--- config.mk ---
export PLATFORM = sky130hd
export DESIGN_NAME = modbus_rtu_master
export DESIGN_NICKNAME = d
export VERILOG_FILES = /design/src/rtl/modbus_pkg.sv /design/src/rtl/modbus_crc16.sv /design/src/rtl/modbus_rtu_master.sv
export SDC_FILE = /design/constraint.sdc
export NUM_CORES = 1
export LEC_CHECK = 0
export CORE_MARGIN = 1.5
export CORE_UTILIZATION = 48
export DETAILED_ROUTE_END_ITERATION = 10
export PLACE_DENSITY = 0.74
export SLEW_MARGIN = 30
export SYNTH_ARGS = -nofsm -noshare
export SYNTH_HDL_FRONTEND = slang
export SYNTH_SLANG_ARGS = --single-unit
--- constraint.sdc ---
create_clock -name clk -period 4.3 [get_ports clk]
set_clock_uncertainty 0.15 [all_clocks]
set_input_delay 0.86 -clock clk [delete_from_list [all_inputs] [get_ports clk]]
set_output_delay 0.86 -clock clk [all_outputs]
set_load 0.02 [all_outputs]
--- src/rtl/modbus_pkg.sv ---
// Shared Modbus RTU constants: function codes, CRC-16 parameters, completion codes.
// Used by the master and the slave-side blocks.
package modbus_pkg;

   localparam logic [7:0]  FC_READ_HOLD    = 8'h03;
   localparam logic [7:0]  FC_WRITE_SINGLE = 8'h06;
   localparam logic [7:0]  EXC_BIT         = 8'h80;

   localparam logic [15:0] CRC_INIT = 16'hFFFF;
   localparam logic [15:0] CRC_POLY = 16'hA001;

   localparam logic [2:0]  ERR_OK        = 3'd0;
   localparam logic [2:0]  ERR_TIMEOUT   = 3'd1;
   localparam logic [2:0]  ERR_CRC       = 3'd2;
   localparam logic [2:0]  ERR_EXCEPTION = 3'd3;
   localparam logic [2:0]  ERR_MISMATCH  = 3'd4;
   localparam logic [2:0]  ERR_FRAMING   = 3'd5;
   localparam logic [2:0]  ERR_ILLEGAL   = 3'd6;

   typedef struct packed {
      logic        write;
      logic [7:0]  slave;
      logic [15:0] addr;
      logic [15:0] wdata;
   } req_t;

endpackage

--- src/rtl/modbus_crc16.sv ---
// Combinational CRC-16/Modbus update: folds one whole byte into the running CRC.
// Reflected polynomial, LSB first, eight shift steps unrolled.
module modbus_crc16
   import modbus_pkg::*;
(
   input  logic [15:0] crc_i,
   input  logic [7:0]  data_i,
   output logic [15:0] crc_o
);

   always_comb begin
      crc_o = crc_i ^ {8'h00, data_i};
      for (int k = 0; k < 8; k++) begin
         crc_o = crc_o[0] ? ((crc_o >> 1) ^ CRC_POLY) : (crc_o >> 1);
      end
   end

endmodule

--- src/rtl/modbus_rtu_master.sv ---
// Modbus RTU master: one FC03/FC06 single-register transaction per request over a UART byte stream.
// Done is registered one clock after the deciding event; TX holds each byte until tx_ready.
module modbus_rtu_master
   import modbus_pkg::*;
#(
   parameter int GapCycles     = 4000,
   parameter int TimeoutCycles = 120000,
   parameter int CountW        = 17
) (
   input  logic        clk,
   input  logic        reset,
   input  logic        req_valid,
   output logic        req_ready,
   input  logic        req_write,
   input  logic [7:0]  req_slave,
   input  logic [15:0] req_addr,
   input  logic [15:0] req_wdata,
   output logic        done,
   output logic [2:0]  err,
   output logic [15:0] rdata,
   output logic [7:0]  tx_data,
   output logic        tx_valid,
   input  logic        tx_ready,
   input  logic [7:0]  rx_data,
   input  logic        rx_valid,
   input  logic        rx_ferr
);

   localparam logic [2:0] ST_GAP     = 3'd0;
   localparam logic [2:0] ST_IDLE    = 3'd1;
   localparam logic [2:0] ST_SEND    = 3'd2;
   localparam logic [2:0] ST_WAIT_RX = 3'd3;
   localparam logic [2:0] ST_RECV    = 3'd4;

   localparam logic [CountW-1:0] GAP_LAST = CountW'(GapCycles - 1);
   localparam logic [CountW-1:0] TMO_LAST = CountW'(TimeoutCycles - 1);

   // Bytes 0..5 of the request; the write echo must reproduce the same six bytes.
   function automatic logic [7:0] req_byte(input req_t r, input logic [2:0] i);
      logic [7:0] fc;
      fc = r.write ? FC_WRITE_SINGLE : FC_READ_HOLD;
      case (i)
         3'd0:    req_byte = r.slave;
         3'd1:    req_byte = fc;
         3'd2:    req_byte = r.addr[15:8];
         3'd3:    req_byte = r.addr[7:0];
         3'd4:    req_byte = r.write ? r.wdata[15:8] : 8'h00;
         3'd5:    req_byte = r.write ? r.wdata[7:0]  : 8'h01;
         default: req_byte = 8'h00;
      endcase
   endfunction

   logic [2:0]        state_q, state_d;
   logic [CountW-1:0] cnt_q, cnt_d;
   req_t              req_q, req_d;
   logic [2:0]        tx_idx_q, tx_idx_d;
   logic [2:0]        rx_idx_q, rx_idx_d;
   logic [15:0]       crc_q, crc_d;
   logic              exc_q, exc_d;
   logic              ferr_q, ferr_d;
   logic              crc_bad_q, crc_bad_d;
   logic              mism_q, mism_d;
   logic [15:0]       rd_q, rd_d;
   logic              done_q, done_d;
   logic [2:0]        err_q, err_d;
   logic [15:0]       rdata_q, rdata_d;

   logic [7:0]  req_fc, tx_byte, crc_byte;
   logic [15:0] crc_next;
   logic        tx_hs, exc_now;
   logic [2:0]  rx_idx, last_idx;

   assign req_fc   = req_q.write ? FC_WRITE_SINGLE : FC_READ_HOLD;
   assign tx_byte  = (tx_idx_q == 3'd6) ? crc_q[7:0] :
                     (tx_idx_q == 3'd7) ? crc_q[15:8] : req_byte(req_q, tx_idx_q);
   assign tx_hs    = (state_q == ST_SEND) && tx_ready;
   assign crc_byte = (state_q == ST_SEND) ? tx_byte : rx_data;

   // The frame length is only known once byte 1 reveals whether it is an exception.
   assign rx_idx   = (state_q == ST_WAIT_RX) ? 3'd0 : rx_idx_q;
   assign exc_now  = (rx_idx == 3'd1) ? rx_data[7] : exc_q;
   assign last_idx = exc_now ? 3'd4 : (req_q.write ? 3'd7 : 3'd6);

   modbus_crc16 u_crc (
      .crc_i  (crc_q),
      .data_i (crc_byte),
      .crc_o  (crc_next)
   );

   always_comb begin
      state_d   = state_q;
      req_d     = req_q;
      tx_idx_d  = tx_idx_q;
      rx_idx_d  = rx_idx_q;
      crc_d     = crc_q;
      exc_d     = exc_q;
      ferr_d    = ferr_q;
      crc_bad_d = crc_bad_q;
      mism_d    = mism_q;
      rd_d      = rd_q;
      done_d    = 1'b0;
      err_d     = err_q;
      rdata_d   = rdata_q;
      cnt_d     = (state_q == ST_GAP || state_q == ST_WAIT_RX || state_q == ST_RECV) ?
                  cnt_q + CountW'(1) : '0;
      if (rx_valid || tx_hs) cnt_d = '0;

      case (state_q)
         ST_GAP: begin
            if (!rx_valid && cnt_q == GAP_LAST) state_d = ST_IDLE;
         end
         ST_IDLE: begin
            if (req_valid) begin
               req_d.write = req_write;
               req_d.slave = req_slave;
               req_d.addr  = req_addr;
               req_d.wdata = req_wdata;
               if (!req_write && req_slave == 8'h00) begin
                  done_d  = 1'b1;
                  err_d   = ERR_ILLEGAL;
                  state_d = ST_GAP;
               end else begin
                  tx_idx_d = 3'd0;
                  crc_d    = CRC_INIT;
                  state_d  = ST_SEND;
               end
            end else if (rx_valid) begin
               state_d = ST_GAP;
            end
         end
         ST_SEND: begin
            if (tx_ready) begin
               if (tx_idx_q < 3'd6) crc_d = crc_next;
               tx_idx_d = tx_idx_q + 3'd1;
               if (tx_idx_q == 3'd7) begin
                  crc_d     = CRC_INIT;
                  rx_idx_d  = 3'd0;
                  exc_d     = 1'b0;
                  ferr_d    = 1'b0;
                  crc_bad_d = 1'b0;
                  mism_d    = 1'b0;
                  if (req_q.slave == 8'h00) begin
                     done_d  = 1'b1;
                     err_d   = ERR_OK;
                     state_d = ST_GAP;
                  end else begin
                     state_d = ST_WAIT_RX;
                  end
               end
            end
         end
         ST_WAIT_RX, ST_RECV: begin
            if (rx_valid) begin
               ferr_d = ferr_q | rx_ferr;
               exc_d  = exc_now;
               if (rx_idx < last_idx - 3'd1) crc_d = crc_next;
               if (rx_idx == last_idx - 3'd1 && rx_data != crc_q[7:0])  crc_bad_d = 1'b1;
               if (rx_idx == last_idx && rx_data != crc_q[15:8])        crc_bad_d = 1'b1;
               case (rx_idx)
                  3'd0: if (rx_data != req_q.slave) mism_d = 1'b1;
                  3'd1: if (rx_data != req_fc && rx_data != (req_fc | EXC_BIT)) mism_d = 1'b1;
                  3'd2: begin
                     if (exc_now) rd_d = {8'h00, rx_data};
                     else if (rx_data != (req_q.write ? req_byte(req_q, 3'd2) : 8'h02)) mism_d = 1'b1;
                  end
                  default: begin
                     if (req_q.write && !exc_now && rx_idx <= 3'd5 &&
                         rx_data != req_byte(req_q, rx_idx)) mism_d = 1'b1;
                     if (!req_q.write && !exc_now && rx_idx == 3'd3) rd_d[15:8] = rx_data;
                     if (!req_q.write && !exc_now && rx_idx == 3'd4) rd_d[7:0]  = rx_data;
                  end
               endcase
               rx_idx_d = rx_idx + 3'd1;
               state_d  = ST_RECV;
               if (rx_idx == last_idx) begin
                  done_d  = 1'b1;
                  state_d = ST_GAP;
                  if (ferr_d)         err_d = ERR_FRAMING;
                  else if (crc_bad_d) err_d = ERR_CRC;
                  else if (mism_d)    err_d = ERR_MISMATCH;
                  else if (exc_now)   err_d = ERR_EXCEPTION;
                  else                err_d = ERR_OK;
                  if ((err_d == ERR_OK && !req_q.write) || err_d == ERR_EXCEPTION) rdata_d = rd_q;
               end
            end else if (state_q == ST_WAIT_RX && cnt_q == TMO_LAST) begin
               done_d  = 1'b1;
               err_d   = ERR_TIMEOUT;
               cnt_d   = '0;
               state_d = ST_GAP;
            end else if (state_q == ST_RECV && cnt_q == GAP_LAST) begin
               done_d  = 1'b1;
               err_d   = ERR_MISMATCH;
               cnt_d   = '0;
               state_d = ST_GAP;
            end
         end
         default: state_d = ST_GAP;
      endcase
   end

   always_ff @(posedge clk or posedge reset) begin
      if (reset) begin
         state_q   <= ST_GAP;
         cnt_q     <= '0;
         req_q     <= '0;
         tx_idx_q  <= 3'd0;
         rx_idx_q  <= 3'd0;
         crc_q     <= CRC_INIT;
         exc_q     <= 1'b0;
         ferr_q    <= 1'b0;
         crc_bad_q <= 1'b0;
         mism_q    <= 1'b0;
         rd_q      <= 16'h0000;
         done_q    <= 1'b0;
         err_q     <= ERR_OK;
         rdata_q   <= 16'h0000;
      end else begin
         state_q   <= state_d;
         cnt_q     <= cnt_d;
         req_q     <= req_d;
         tx_idx_q  <= tx_idx_d;
         rx_idx_q  <= rx_idx_d;
         crc_q     <= crc_d;
         exc_q     <= exc_d;
         ferr_q    <= ferr_d;
         crc_bad_q <= crc_bad_d;
         mism_q    <= mism_d;
         rd_q      <= rd_d;
         done_q    <= done_d;
         err_q     <= err_d;
         rdata_q   <= rdata_d;
      end
   end

   assign req_ready = (state_q == ST_IDLE);
   assign tx_valid  = (state_q == ST_SEND);
   assign tx_data   = tx_valid ? tx_byte : 8'h00;
   assign done      = done_q;
   assign err       = err_q;
   assign rdata     = rdata_q;

endmodule

### After elaboration in Yosys (flattened, before gate mapping)

Index checks and enable logic that the tools add are counted.

| cells by class | value |
|---|---|
| add/subtract/negate cells | 4 |
| $lt $le $gt $ge | 3 |
| equality and inequality tests | 42 |
| mux-type cells | 116 |
| bitwise operators | 11 |
| reduce and logical (&&, ||, !) cells | 46 |

Operators by type and width:

| cell | number |
|---|---|
| 16-bit 2-to-1 mux | 16 |
| 8-bit 2-to-1 mux | 16 |
| 17-bit 2-to-1 mux | 6 |
| 3-bit 2-to-1 mux | 32 |
| 8-bit inequality test | 6 |
| 16-bit case mux with 3 select lines | 1 |
| 8-bit case mux with 6 select lines | 1 |
| 16-bit case mux with 2 select lines | 1 |
| 1-bit 2-to-1 mux | 28 |
| 2-bit NOT with 3-bit output | 8 |
| 8-bit case mux with 3 select lines | 1 |
| 3-bit by 2-bit == test with 1-bit output (second input constant) | 7 |
| 3-bit == test (second input constant) | 7 |
| 17-bit by 1-bit adder with 17-bit output (second input constant) | 1 |
| 17-bit by 12-bit == test with 1-bit output (second input constant) | 1 |
| 17-bit == test (second input constant) | 1 |
| 8-bit logical NOT | 2 |
| 16-bit by 8-bit XOR with 16-bit output | 1 |
| 1-bit logical AND | 15 |
| 5-bit AND reduction | 3 |
| 3-bit logical NOT | 4 |
| 3-bit case mux with 2 select lines | 2 |
| 3-bit case mux with 4 select lines | 1 |
| 4-bit AND reduction | 3 |
| other kinds (29) | 58 |

| word-level totals | value |
|---|---|
| bits in registers | 123 |
| input port bits | 55 |
| output and inout port bits | 30 |
| logic and storage cells | 240 |

### Logic depth before layout (Yosys ltp)

Gate-level depths: netlist of run 1.

| depth | value |
|---|---|
| depth after elaboration | 26 |
| depth in mapped cells | 15 |
| gate-level depth less buffers | 14 |

### Hierarchy

Synthesis of run 1 repeated with hierarchy kept, for this count alone.

| unflattened totals | value |
|---|---|
| cells, all modules | 742 |
| area, all modules | 7,312.0 µm² |

By module, submodules not included:

| module | times used | cells each | area an instance (µm²) | sequential area each (µm²) |
|---|---|---|---|---|
| modbus_rtu_master | 1 | 716 | 7,060.5 | 3,098.0 |
| modbus_crc16 | 1 | 26 | 251.5 | 0.0 |

### Worst setup path after synthesis of run 1

No wires, ideal clock.

| timing path | value |
|---|---|
| path type | register to register |
| start point | register tx_idx_q[2] |
| end point | register crc_q[15] |
| library setup time | 60 ps |
| data arrival time | 3,305 ps |
| data required time | 4,090 ps |
| setup slack | 785 ps |
| stages on the path, launching flop included | 15 |
| buffers on the path | 3 |
| clock period less this slack | 3,515 ps |
| path through | dfrtp_1 > buf_2 > buf_1 > inv_1 > ha_1 > clkbuf_1 > a222oi_1 > o221ai_1 > a41oi_2 > xnor2_2 > xnor2_2 > xor3_2 > xnor2_1 > mux2i_1 > o21a_1 |

| on the way | value |
|---|---|
| word-level cells in the longest chain between the ends | 19 |
| elaborated cells on any way between the ends | 37 |
| classes of those cells | 1 x order compare; 8 x eq/ne; 18 x mux; 8 x bitwise; 2 x reduce/logical |

RTL lines:

| item | RTL line | text |
|---|---|---|
| from (decl) | modbus_rtu_master.sv:56 | `logic [2:0] tx_idx_q, tx_idx_d;` |
| from (signal assigned) | modbus_rtu_master.sv:221 | `tx_idx_q <= tx_idx_d;` |
| 3-bit == test, or another cell as far along | modbus_rtu_master.sv:42 | `case (i)` |
| 8-bit case mux with 6 select lines | modbus_rtu_master.sv:42 |  |
| 8-bit 2-to-1 mux | modbus_rtu_master.sv:75 | `(tx_idx_q == 3'd7) ? crc_q[15:8] : req_byte(req_q, tx_idx_q);` |
| 8-bit 2-to-1 mux | modbus_rtu_master.sv:74 | `assign tx_byte = (tx_idx_q == 3'd6) ? crc_q[7:0] :` |
| 8-bit 2-to-1 mux | modbus_rtu_master.sv:77 | `assign crc_byte = (state_q == ST_SEND) ? tx_byte : rx_data;` |
| 16-bit by 8-bit XOR with 16-bit output | modbus_crc16.sv:12 | `crc_o = crc_i ^ {8'h00, data_i};` |
| 16-bit 2-to-1 mux or 2-bit NOT with 3-bit output (tied branches) (6 in a row) | -- |  |
| 2-bit NOT with 3-bit output (no line) or 16-bit 2-to-1 mux (tied branches) | -- |  |
| 16-bit 2-to-1 mux (2 in a row) | modbus_crc16.sv:14 | `crc_o = crc_o[0] ? ((crc_o >> 1) ^ CRC_POLY) : (crc_o >> 1);` |
| 16-bit 2-to-1 mux | modbus_rtu_master.sv:133 | `if (tx_idx_q < 3'd6) crc_d = crc_next;` |
| 16-bit 2-to-1 mux | modbus_rtu_master.sv:135 | `if (tx_idx_q == 3'd7) begin` |
| 16-bit 2-to-1 mux | modbus_rtu_master.sv:132 | `if (tx_ready) begin` |
| 16-bit case mux with 3 select lines | modbus_rtu_master.sv:108 | `case (state_q)` |
| to (signal assigned) | modbus_rtu_master.sv:223 | `crc_q <= crc_d;` |
| to (decl) | modbus_rtu_master.sv:58 | `logic [15:0] crc_q, crc_d;` |

Several ways; a longest one is shown, not always the timed one. The select of a mux whose other input is x is not followed.
A chain may end at the register's enable or synchronous reset.

### Worst setup path after layout of run 1

| timing path | value |
|---|---|
| start point | register tx_idx_q[1] |
| end point | output tx_data[3] |

| on the way | value |
|---|---|
| word-level cells in the longest chain between the ends | 5 |
| elaborated cells on any way between the ends | 12 |
| classes of those cells | 7 x eq/ne; 4 x mux; 1 x reduce/logical |

RTL lines:

| item | RTL line | text |
|---|---|---|
| 3-bit == test, or another cell as far along | modbus_rtu_master.sv:42 |  |
| 8-bit case mux with 6 select lines | modbus_rtu_master.sv:42 |  |
| 8-bit 2-to-1 mux | modbus_rtu_master.sv:75 |  |
| 8-bit 2-to-1 mux (*) | modbus_rtu_master.sv:74 |  |
| 8-bit 2-to-1 mux (*) | modbus_rtu_master.sv:237 | `assign tx_data = tx_valid ? tx_byte : 8'h00;` |
| to (decl) | modbus_rtu_master.sv:21 | `output logic [7:0] tx_data,` |

Every way passes the cells marked *; elsewhere a longest branch is shown, timed or not.

==> results of run 1 <==
cell type report:
class,instances,area share (%)
Clock buffer,20,5.02
Multi-Input combinational cell,532,43.5
Timing Repair Buffer,104,11.3
Inverter,22,0.955
Clock inverter,11,1.91
Tap cell,184,2.58
Sequential cell,123,34.8
per-stage QoR:
| stage | hold slack [ps] | worst slack (ps) | instances |
|---|---|---|---|
| finish | 347 | 175 | 996 |
| global route | 366 | 9.78 | 996 |
| CTS | 346 | 233 | 996 |
| detailed placement | 338 | 312 | 965 |
| global placement | 323 | 464 | 965 |
| floorplan | 305 | 45.6 | 724 |
worst paths after layout:
| path | slack (ps) | from | end |
|---|---|---|---|
| min in group asynchronous | 730 | reset | cnt_q[16] |
| worst max-delay path | 180 | tx_idx_q[1] | tx_data[3] |
| worst max register to register | 500 | tx_idx_q[0] | crc_q[15] |
| worst min-delay path | 350 | cnt_q[0] | cnt_q[0] |
| worst min register to register | 350 | cnt_q[0] | cnt_q[0] |
| max in group asynchronous | 2430 | reset | crc_q[15] |
registers in the layout, indices dropped and copies added, names as in the netlist, 3 cells and up:
register  count
rdata        16
tx_idx_q      3
rd_q         16
err           3
cnt_q        17
crc_q        16
req_q        41
state_q       3
rx_idx_q      3
synthesized netlist by cell type, types with 3 or more instances:
| cell type | number | area, sq um |
|---|---|---|
| xor2_1 | 44 | 385 |
| o22a_1 | 16 | 140 |
| or3_1 | 6 | 37.5 |
| a21boi_0 | 3 | 22.5 |
| o22ai_1 | 5 | 31.3 |
| nor3_1 | 5 | 25.0 |
| o21ai_0 | 29 | 145 |
| and3_1 | 8 | 50.1 |
| a22oi_1 | 15 | 113 |
| mux2_2 | 67 | 754 |
| mux2i_1 | 8 | 80.1 |
| and2_1 | 5 | 31.3 |
| o31ai_1 | 11 | 82.6 |
| buf_1 | 3 | 11.3 |
| dfrtp_1 | 107 | 2680 |
| inv_1 | 20 | 75.1 |
| dfstp_2 | 16 | 420 |
| clkbuf_1 | 30 | 113 |
| nand3b_1 | 5 | 37.5 |
| a222oi_1 | 3 | 30.0 |
| xnor2_1 | 19 | 166 |
| nand4_1 | 10 | 62.6 |
| o221ai_1 | 5 | 43.8 |
| nand2_1 | 56 | 210 |
| a22o_1 | 4 | 35.0 |
| buf_4 | 3 | 22.5 |
| a21oi_1 | 27 | 135 |
| nor2_1 | 53 | 199 |
| a31o_2 | 3 | 26.3 |
| nor2b_1 | 7 | 43.8 |
| nand2b_1 | 6 | 37.5 |
| nor4_1 | 13 | 81.3 |
| nand3_1 | 33 | 165 |
| o21a_1 | 3 | 22.5 |
| ha_1 | 10 | 125 |
| buf_2 | 9 | 45.0 |
| a31oi_1 | 6 | 37.5 |
power groups by stage:
stage | clock (uW) | sequential (uW) | combinational [uW]
finish | 1490 | 1200 | 241
global route | 1580 | 1200 | 260
CTS | 1520 | 1200 | 242
detailed placement | 0 | 1220 | 241
global placement | 0 | 1220 | 232
floorplan | 0 | 1210 | 144
kinds of logic after synthesis:
kind of cell,synth area share (%)
AO/OA/AOI/OAI,15.6
multiplexers,11.7
adder cells (fa/ha/maj),1.73
flip-flops,42.7
buffers and inverters,4.00
XOR/XNOR,9.28
AND/OR/NAND/NOR,15.0
worst max-delay path, stage by stage (launching register included):
cell and delay (ps):
dfrtp_1 420, ha_1 210, ha_1 380, nand3b_1 360
o21ai_0 160, a21oi_1 240, nand2_1 90, a21oi_1 190
clkdlybuf4s50_1 650
cells in the final DEF (no fill, tap or decap), types with 6 or more instances in the layout:
cell | synthesis | routed
dfrtp_1 | 107 | 107
clkdlybuf4s50_1 | 0 | 84
mux2_2 | 67 | 67
nand2_1 | 56 | 56
nor2_1 | 53 | 53
xor2_1 | 44 | 44
nand3_1 | 33 | 33
o21ai_0 | 29 | 29
a21oi_1 | 27 | 27
inv_1 | 20 | 19
xnor2_1 | 19 | 19
buf_4 | 3 | 19
clkbuf_16 | 0 | 17
o22a_1 | 16 | 16
dfstp_2 | 16 | 16
a22oi_1 | 15 | 15
nor4_1 | 13 | 12
o31ai_1 | 11 | 11
nand4_1 | 10 | 10
ha_1 | 10 | 10
mux2i_1 | 8 | 8
nor2b_1 | 7 | 7
and3_1 | 8 | 7
nand2b_1 | 6 | 6
a31oi_1 | 6 | 6
or3_1 | 6 | 6
routing by layer:
metal  GRT usage, %  vias to the layer above  part of all wire [%]
met2           40.2                      269                    46
met4           13.9                        0                   4.5
met1           33.6                     2938                    43
met5              0                        -                     0
met3           5.52                       64                   6.7
li1               -                     2773                     -
==> results by group, run 1 <==
Outcome
  • Status: complete, but fails checks
  • Failing checks: DRC

Synthesis
  • Synth async-reset ratio: 100%
  • Unique masters post-synth: 78
  • Main synth FF type: dfrtp_1
  • Number of synthesized flops with an enable pin: 0
  • Fraction of the yosys area taken by sequential cells: 42.7%
  • Syn_area_per_cell: 10.0 sq um
  • Post-synth net total: 789
  • Syn. warnings: 0
  • Yosys reg bits: 123
  • Cell Area, Synth: 7250 sq um
  • Mapped Cells: 724

Setup path
  • Worst r2r path cells: 11
  • Crit start category: flip-flop
  • Arr. time, crit path: 3110 ps
  • Critical path class: reg -> out
  • Worst path required time: 3290 ps
  • Crit path max fanout: 8
  • Worst Setup End Kind: output port

Floorplanning
  • Total die area: 15900 sq um
  • Core area: 14600 sq um
  • Initial cell density of the core: 49.5%
  • Chip width: 126 microns
  • FP Rows: 44
  • Die Y: 126 microns
  • I/O pin count: 85

STA
  • Final Hold Viols: 0
  • Max-slew violation count: 0
  • RSZ-0062 raised after global routing: no
  • Achievable Freq: 242 MHz
  • TNS Setup: 0 ps
  • Final clock period utilization by the worst path: 95.9%
  • Final Critical Period: 4120 ps
  • Endpoints failing setup: 0
  • Worst-Margin Slew: 935 ps
  • Slew HR: 37.7%

Placement
  • Port Buf Inserts: 84
  • HPWL Detailed: 14500 microns
  • RePlAce Congestion: 0.960
  • Area after DPL: 8290 sq um

Pwr
  • Leak: 0.00381 uW
  • Pint: 2280 uW
  • Sequential share of power: 40.9%
  • Clock network fraction of design power: 50.9%
  • Combinational share of power: 8.2%
  • Switch share: 22.3%
  • Final Power: 2930 uW
  • P_sw: 653 uW
  • Worst VDD drop: 0.000234 V
  • Cell Pwr Density: 330 nW/um^2

Drt
  • Avg Vias per Cell: 6.07
  • Via count: 6044
  • Antenna Nets Post-Route: 0
  • Routed WL: 19500 microns
  • DRC viols: 5
  • First DRT Iteration DRCs: 515
  • Initial DRT Pass Iterations: 11
  • Routed length per instance: 19.6 microns

Clock network
  • CTS hold repair buffers: 0
  • CTS tree: built
  • Worst skew pair latency: 420 ps
  • CTS Buffer Depth: 2
  • Root buffer cell: clkbuf_16
  • Postcts setup bufs: 0
  • Clock sink count: 123
  • Clock transition at path regs: 60 ps
  • Post-CTS Resized: 0
  • H-Tree Depth: 4
  • CTS buffer count: 17

Worst hold path
  • Number of cells on the worst hold path: 1
  • Hold Path Class: reg -> reg

Cells and area
  • Sequential cell area: 3100 sq um
  • Finished Cell Area: 8910 sq um
  • Share of layout cells above drive strength 1: 19.3%
  • Multi-input logic area: 3870 sq um
  • Fill cell count: 1233
  • Layout Area Growth over Synthesis: 22.8%
  • N_diodes: 0
  • Nets: 865
  • Final Util: 60.8%

GRT
  • Largest net degree at the start of global routing: 75
  • Vias in the first global route: 6068
  • First-pass GRT wire length: 31700 microns
  • Antenna violations before repair: 0
  • GRT Overall Usage: 25.7%
  • Total global routing overflow: 0

Run
  • Maxcap violations: 0
(Power assumes the default switching activity.)
==> run 2: changes to the inputs <==
- CAP_MARGIN: not set -> 20
- MAX_ROUTING_LAYER: not set -> met4
==> results by group, run 2 (same netlist as run 1, synthesis figures left out) <==
Setup path
  • Crit path buffers/inverters: 1 (unchanged)
  • Most frequent CP cell: a21oi_1
  • Worst r2r path cells: 14 (was 11)
  • Crit path largest cell delay: 620 ps (was 650 ps)
  • Critical path class: reg -> out (unchanged)
  • FF-to-FF Start: state_q[2] (was tx_idx_q[0])
  • Crit path max fanout: 15 (was 8)
  • Worst path required time: 3290 ps (about the same)
  • RR Endpoint: crc_q[0] (was crc_q[15])
  • Worst reg-to-reg setup slack: 420 ps (was 500 ps)
  • Worst Setup End Kind: output port (unchanged)
  • CP max-delay cell: clkdlybuf4s50_1 (unchanged)
  • Crit start category: flip-flop (unchanged)
  • Crit path cell chain: ha_1 -> ha_2 -> nand3b_1 -> o21ai_0 -> a21oi_1 -> nand2_1 -> a21oi_1 -> clkdlybuf4s50_1 (was ha_1 -> ha_1 -> nand3b_1 -> o21ai_0 -> a21oi_1 -> nand2_1 -> a21oi_1 -> clkdlybuf4s50_1)
  • Arr. time, crit path: 3110 ps (about the same)
  • Crit path max-delay family: adder cells (was buffers and inverters)

Worst hold path
  • Worst hold start: cnt_q[0] (unchanged)
  • Hold Path Class: reg -> reg (unchanged)
  • Number of cells on the worst hold path: 1 (unchanged)
  • Hold endpoint: cnt_q[0] (unchanged)

Placement
  • Placed Cells incl. Taps: 963 (was 965)
  • RePlAce Congestion: 0.964 (was 0.960)
  • HPWL Detailed: 14800 microns (was 14500 microns)
  • DP Worst Slack: 347 ps (was 312 ps)
  • Port Buf Inserts: 84 (unchanged)

Clock network
  • Root buffer cell: clkbuf_16 (unchanged)
  • Worst skew pair latency: 420 ps (about the same)
  • CTS tree: built (unchanged)
  • CTS Buffer Depth: 2 (unchanged)
  • Clock transition at path regs: 60 ps (about the same)
  • H-Tree Depth: 4 (unchanged)
  • CTS buffer count: 17 (unchanged)
  • Clock sink count: 123 (unchanged)

Pwr
  • Leak: 0.00381 uW (about the same)
  • Cell Pwr Density: 331 nW/um^2 (was 330 nW/um^2)
  • Worst VDD drop: 0.000250 V (was 0.000234 V)

Cells and area
  • Multi-input logic area: 3870 sq um (about the same)
  • Fill cell count: 1223 (was 1233)
  • N_diodes: 0 (unchanged)
  • Reg with most FFs: req_q (unchanged)
  • Sequential cell area: 3100 sq um (unchanged)
  • Layout Area Growth over Synthesis: 22.8% (about the same)
  • Share of layout cells above drive strength 1: 19.3% (unchanged)
  • Highest-count cells in the layout ignoring fill and taps: 107 x dfrtp_1, 84 x clkdlybuf4s50_1, 67 x mux2_2 (unchanged)
  • Max reg flops: 41 (unchanged)
  • Top flop regs: req_q: 41 flops, cnt_q: 17 flops (unchanged)
  • Finished Layout Cells: 996 (unchanged)
  • Most common cell after layout, fill and taps aside: dfrtp_1 (unchanged)
  • Nets: 864 (was 865)

Drt
  • Initial DRT Pass Iterations: 10 (was 11)
  • Via count: 6135 (was 6044)
  • Routed length per instance: 20.3 microns (was 19.6 microns)
  • Avg Vias per Cell: 6.16 (was 6.07)
  • First DRT Iteration DRCs: 557 (was 515)
  • Routed WL: 20200 microns (was 19500 microns)
  • Antenna Nets Post-Route: 0 (unchanged)
  • DRC viols: 3 (was 5)

STA
  • Final clock period utilization by the worst path: 95.8% (was 95.9%)
  • WHS: 345 ps (was 347 ps)
  • Worst-Margin Slew: 933 ps (was 935 ps)
  • Final setup margin: 180 ps (was 175 ps)
  • Endpoints failing setup: 0 (unchanged)
  • Final Hold Viols: 0 (unchanged)
  • Slew HR: 37.8% (was 37.7%)
  • Achievable Freq: 243 MHz (was 242 MHz)
  • Final Critical Period: 4120 ps (about the same)
  • Max-slew violation count: 0 (unchanged)

Floorplanning
  • FP Rows: 44 (unchanged)
  • Total die area: 15900 sq um (unchanged)
  • I/O pin count: 85 (unchanged)
  • Chip width: 126 microns (unchanged)
  • Initial cell density of the core: 49.5% (unchanged)
  • Die Y: 126 microns (unchanged)
  • Core area: 14600 sq um (unchanged)

GRT
  • Vias in the first global route: 6159 (was 6068)
  • Largest net degree at the start of global routing: 65 (was 75)
  • First-pass GRT wire length: 32700 microns (was 31700 microns)
  • GRT Overall Usage: 27.2% (was 25.7%)
  • Antenna violations before repair: 0 (unchanged)
  • Total global routing overflow: 0 (unchanged)

Run
  • Maxcap violations: 0 (unchanged)

Outcome
  • Failing checks: DRC (unchanged)
  • Status: complete, but fails checks (unchanged)
[run 2: cell count changes in the layout (fill, tap and decap cells not counted), sizes merged]
| cell | previous run | this run |
|---|---|---|
| clkbuf | 20 | 21 |
| clkinv | 4 | 6 |
| buf | 20 | 19 |
| clkinvlp | 3 | 1 |
[run 2: layout make-up]
type	instances	area share (%)
clock buffers	21	5.06
clock inverters	11	1.90
inverters	22	0.956
multi-input cells	532	43.5
flip-flops and latches	123	34.8
well taps	184	2.59
repair buffers	103	11.2
[run 2: power breakdown]
group          internal, uW  total, uW  switching, uW
registers              1180       1200           22.0
logic                   125        241            116
clock network           984       1510            526
[run 2: per-stage QoR]
step | utilization (%) | setup TNS [ps] | cell area [sq um] | total power (uW)
2_1_floorplan | - | 0 | 7250 | 1350
3_3_place_gp | 56.5 | 0 | 8270 | 1450
3_5_place_dp | 56.5 | 0 | 8270 | 1460
4_1_cts | 60.7 | 0 | 8890 | 2970
5_1_grt | 60.8 | -9.47 | 8900 | 3040
6_report | 60.8 | 0 | 8900 | 2950
[run 2: worst max-delay path by stage]
stage                     start         end  slack (ps)  cells after the start
detailed placement   rx_data[7]    crc_q[0]         350                     13
global route        tx_idx_q[0]  tx_data[3]          -9                      8
global placement     rx_data[7]    crc_q[0]         450                     13
finish              tx_idx_q[0]  tx_data[3]         180                      8
floorplan                 reset    cnt_q[0]          50                      1
CTS                 tx_idx_q[0]  tx_data[3]          40                      8
[run 2: what timing repair did]
| item | CTS | global route |
|---|---|---|
| endpoints found under the setup margin | 0 | 4 |
| gates resized for setup | 0 | 1 |
| hold buffers | 0 | 0 |
| endpoints found under the hold margin | 0 | 0 |
| buffers inserted | 0 | 1 |
[run 2: per-layer routing]
layer  GRT usage (%)  part of all wire (%)
met5               -                     0
met4            12.7                   3.0
met3            4.46                   5.9
met2            41.9                    47
met1            35.5                    44
==> run 3: changes to the inputs <==
--- a/constraint.sdc
+++ b/constraint.sdc
@@ -3,3 +3,3 @@
 set_input_delay 0.86 -clock clk [delete_from_list [all_inputs] [get_ports clk]]
 set_output_delay 0.86 -clock clk [all_outputs]
-set_load 0.02 [all_outputs]
+set_load 0.1 [all_outputs]
==> results by group, run 3 (same netlist as run 1, synthesis figures left out) <==
Clock network
  • Root buffer cell: clkbuf_16 (unchanged)
  • H-Tree Depth: 4 (unchanged)
  • CTS buffer count: 17 (unchanged)
  • Clock sink count: 123 (unchanged)
  • Post-CTS Resized: 0 (unchanged)
  • Postcts setup bufs: 0 (unchanged)
  • Worst skew pair latency: 430 ps (was 420 ps)
  • Clock transition at path regs: 60 ps (about the same)
  • CTS Buffer Depth: 2 (unchanged)
  • CTS hold repair buffers: 0 (unchanged)
  • CTS tree: built (unchanged)

STA
  • Final Critical Period: 3980 ps (was 4120 ps)
  • Final clock period utilization by the worst path: 92.6% (was 95.8%)
  • Achievable Freq: 251 MHz (was 243 MHz)
  • Max-slew violation count: 0 (unchanged)
  • Final Hold Viols: 0 (unchanged)
  • RSZ-0062 raised after global routing: no
  • Slew HR: 35.0% (was 37.8%)
  • Endpoints failing setup: 0 (unchanged)
  • WHS: 356 ps (was 345 ps)
  • TNS Setup: 0 ps (unchanged)
  • Worst-Margin Slew: 971 ps (was 933 ps)

Setup path
  • FF-to-FF Start: tx_idx_q[0] (was state_q[2])
  • Worst reg-to-reg setup slack: 320 ps (was 420 ps)
  • Arr. time, crit path: 4200 ps (was 3110 ps)
  • RR Endpoint: crc_q[15] (was crc_q[0])
  • Crit path largest cell delay: 540 ps (was 620 ps)
  • Worst Setup End Kind: flip-flop (was output port)
  • Worst r2r path cells: 11 (was 14)
  • Critical path class: reg -> reg (was reg -> out)
  • Crit path cell chain: ha_1 -> ha_1 -> nand3b_1 -> o21a_1 -> a211o_1 -> a32o_2 -> xnor2_2 -> xor3_2 -> xnor2_1 -> mux2i_1 -> o21a_1 (was ha_1 -> ha_2 -> nand3b_1 -> o21ai_0 -> a21oi_1 -> nand2_1 -> a21oi_1 -> clkdlybuf4s50_1)
  • Crit path max-delay family: XOR/XNOR gates (was adder cells)
  • Crit path buffers/inverters: 0 (was 1)
  • Worst path required time: 4520 ps (was 3290 ps)
  • Crit start category: flip-flop (unchanged)
  • CP max-delay cell: xor3_2 (was clkdlybuf4s50_1)
  • Crit path max fanout: 8 (was 15)

Drt
  • Routed length per instance: 20.0 microns (was 20.3 microns)
  • Avg Vias per Cell: 6.12 (was 6.16)
  • DRC viols: 4 (was 3)
  • Via count: 6098 (was 6135)
  • Routed WL: 20000 microns (was 20200 microns)
  • Antenna Nets Post-Route: 0 (unchanged)
  • Initial DRT Pass Iterations: 10 (unchanged)
  • First DRT Iteration DRCs: 582 (was 557)

Floorplanning
  • Core area: 14600 sq um (unchanged)
  • Total die area: 15900 sq um (unchanged)
  • Chip width: 126 microns (unchanged)
  • Initial cell density of the core: 49.5% (unchanged)
  • FP Rows: 44 (unchanged)
  • Die Y: 126 microns (unchanged)
  • I/O pin count: 85 (unchanged)

Pwr
  • Cell Pwr Density: 331 nW/um^2 (about the same)
  • Leak: 0.00384 uW (was 0.00381 uW)
  • Final Power: 2950 uW (about the same)
  • Worst VDD drop: 0.000289 V (was 0.000250 V)

Cells and area
  • Share of layout cells above drive strength 1: 20.7% (was 19.3%)
  • Top flop regs: req_q: 41 flops, cnt_q: 17 flops (unchanged)
  • Highest-count cells in the layout ignoring fill and taps: 107 x dfrtp_1, 75 x clkdlybuf4s50_1, 67 x mux2_2 (was 107 x dfrtp_1, 84 x clkdlybuf4s50_1, 67 x mux2_2)
  • Reg with most FFs: req_q (unchanged)
  • Layout Area Growth over Synthesis: 22.7% (was 22.8%)
  • Nets: 866 (was 864)
  • Max reg flops: 41 (unchanged)
  • N_diodes: 0 (unchanged)
  • Most common cell after layout, fill and taps aside: dfrtp_1 (unchanged)

Placement
  • HPWL Detailed: 14700 microns (was 14800 microns)
  • Port Buf Inserts: 84 (unchanged)
  • RePlAce Congestion: 0.952 (was 0.964)

Run
  • Maxcap violations: 0 (unchanged)

Worst hold path
  • Hold endpoint: cnt_q[0] (unchanged)
  • Number of cells on the worst hold path: 1 (unchanged)
  • Hold Path Class: reg -> reg (unchanged)
  • Worst hold start: cnt_q[0] (unchanged)

Outcome
  • Status: complete, but fails checks (unchanged)
  • Failing checks: DRC (unchanged)

GRT
  • First-pass GRT wire length: 32400 microns (was 32700 microns)
  • Largest net degree at the start of global routing: 69 (was 65)
  • GRT Overall Usage: 27.0% (was 27.2%)
  • Total global routing overflow: 0 (unchanged)
  • Antenna violations before repair: 0 (unchanged)
  • Vias in the first global route: 6094 (was 6159)
==> run 3: changes by cell type in the layout (fill, tap and decap cells not counted), sizes merged <==
cell	previous run	this run
buf	19	30
inv	22	23
clkinv	6	4
clkdlybuf4s50	84	75
clkinvlp	1	3
clkbuf	21	19
==> run 3: how the worst max path moves through the flow <==
stage	end	from	cells after the start
floorplan	cnt_q[0]	reset	1
global placement	rdata[4]	rx_data[0]	11
detailed placement	crc_q[0]	rx_data[7]	13
CTS	crc_q[15]	tx_idx_q[0]	11
global route	crc_q[15]	tx_idx_q[0]	11
finish	crc_q[15]	tx_idx_q[0]	11
==> run 3: per-layer routing <==
metal  GRT usage, %  routed length, microns
met3           5.82                    1210
met5              -                       0
met1           34.8                    8790
met4           10.8                     542
met2           41.8                    9440
==> run 3: stage by stage <==
stage / instances / util, % / setup WS [ps] / area [sq um]
floorplan: 724 / - / 45.6 / 7250
global placement: 965 / 56.5 / 424 / 8270
detailed placement: 965 / 56.5 / 344 / 8270
CTS: 996 / 60.6 / 381 / 8880
global route: 997 / 60.8 / 176 / 8900
finish: 997 / 60.8 / 319 / 8900
==> run 3: worst register-to-register path, cell delays in order (launching register included) <==
cell      delay (ps)
dfrtp_1          430
ha_1             260
ha_1             340
nand3b_1         470
o21a_1           260
a211o_1          260
a32o_2           300
xnor2_2          200
xor3_2           540
xnor2_1          270
mux2i_1          290
o21a_1           150
==> run 3: layout make-up <==
| type | count | area, sq um |
|---|---|---|
| Timing Repair Buffer | 105 | 1000 |
| Clock inverter | 12 | 171 |
| Sequential cell | 123 | 3100 |
| Tap cell | 184 | 230 |
| Clock buffer | 19 | 443 |
| Fill cell | 1237 | 5740 |
| Multi-Input combinational cell | 532 | 3870 |
| Inverter | 22 | 85.1 |
==> run 3: power breakdown <==
| part | internal [uW] | switching (uW) |
|---|---|---|
| sequential | 1180 | 21.4 |
| clock | 977 | 523 |
| combinational | 125 | 126 |
| total | 2280 | 670 |
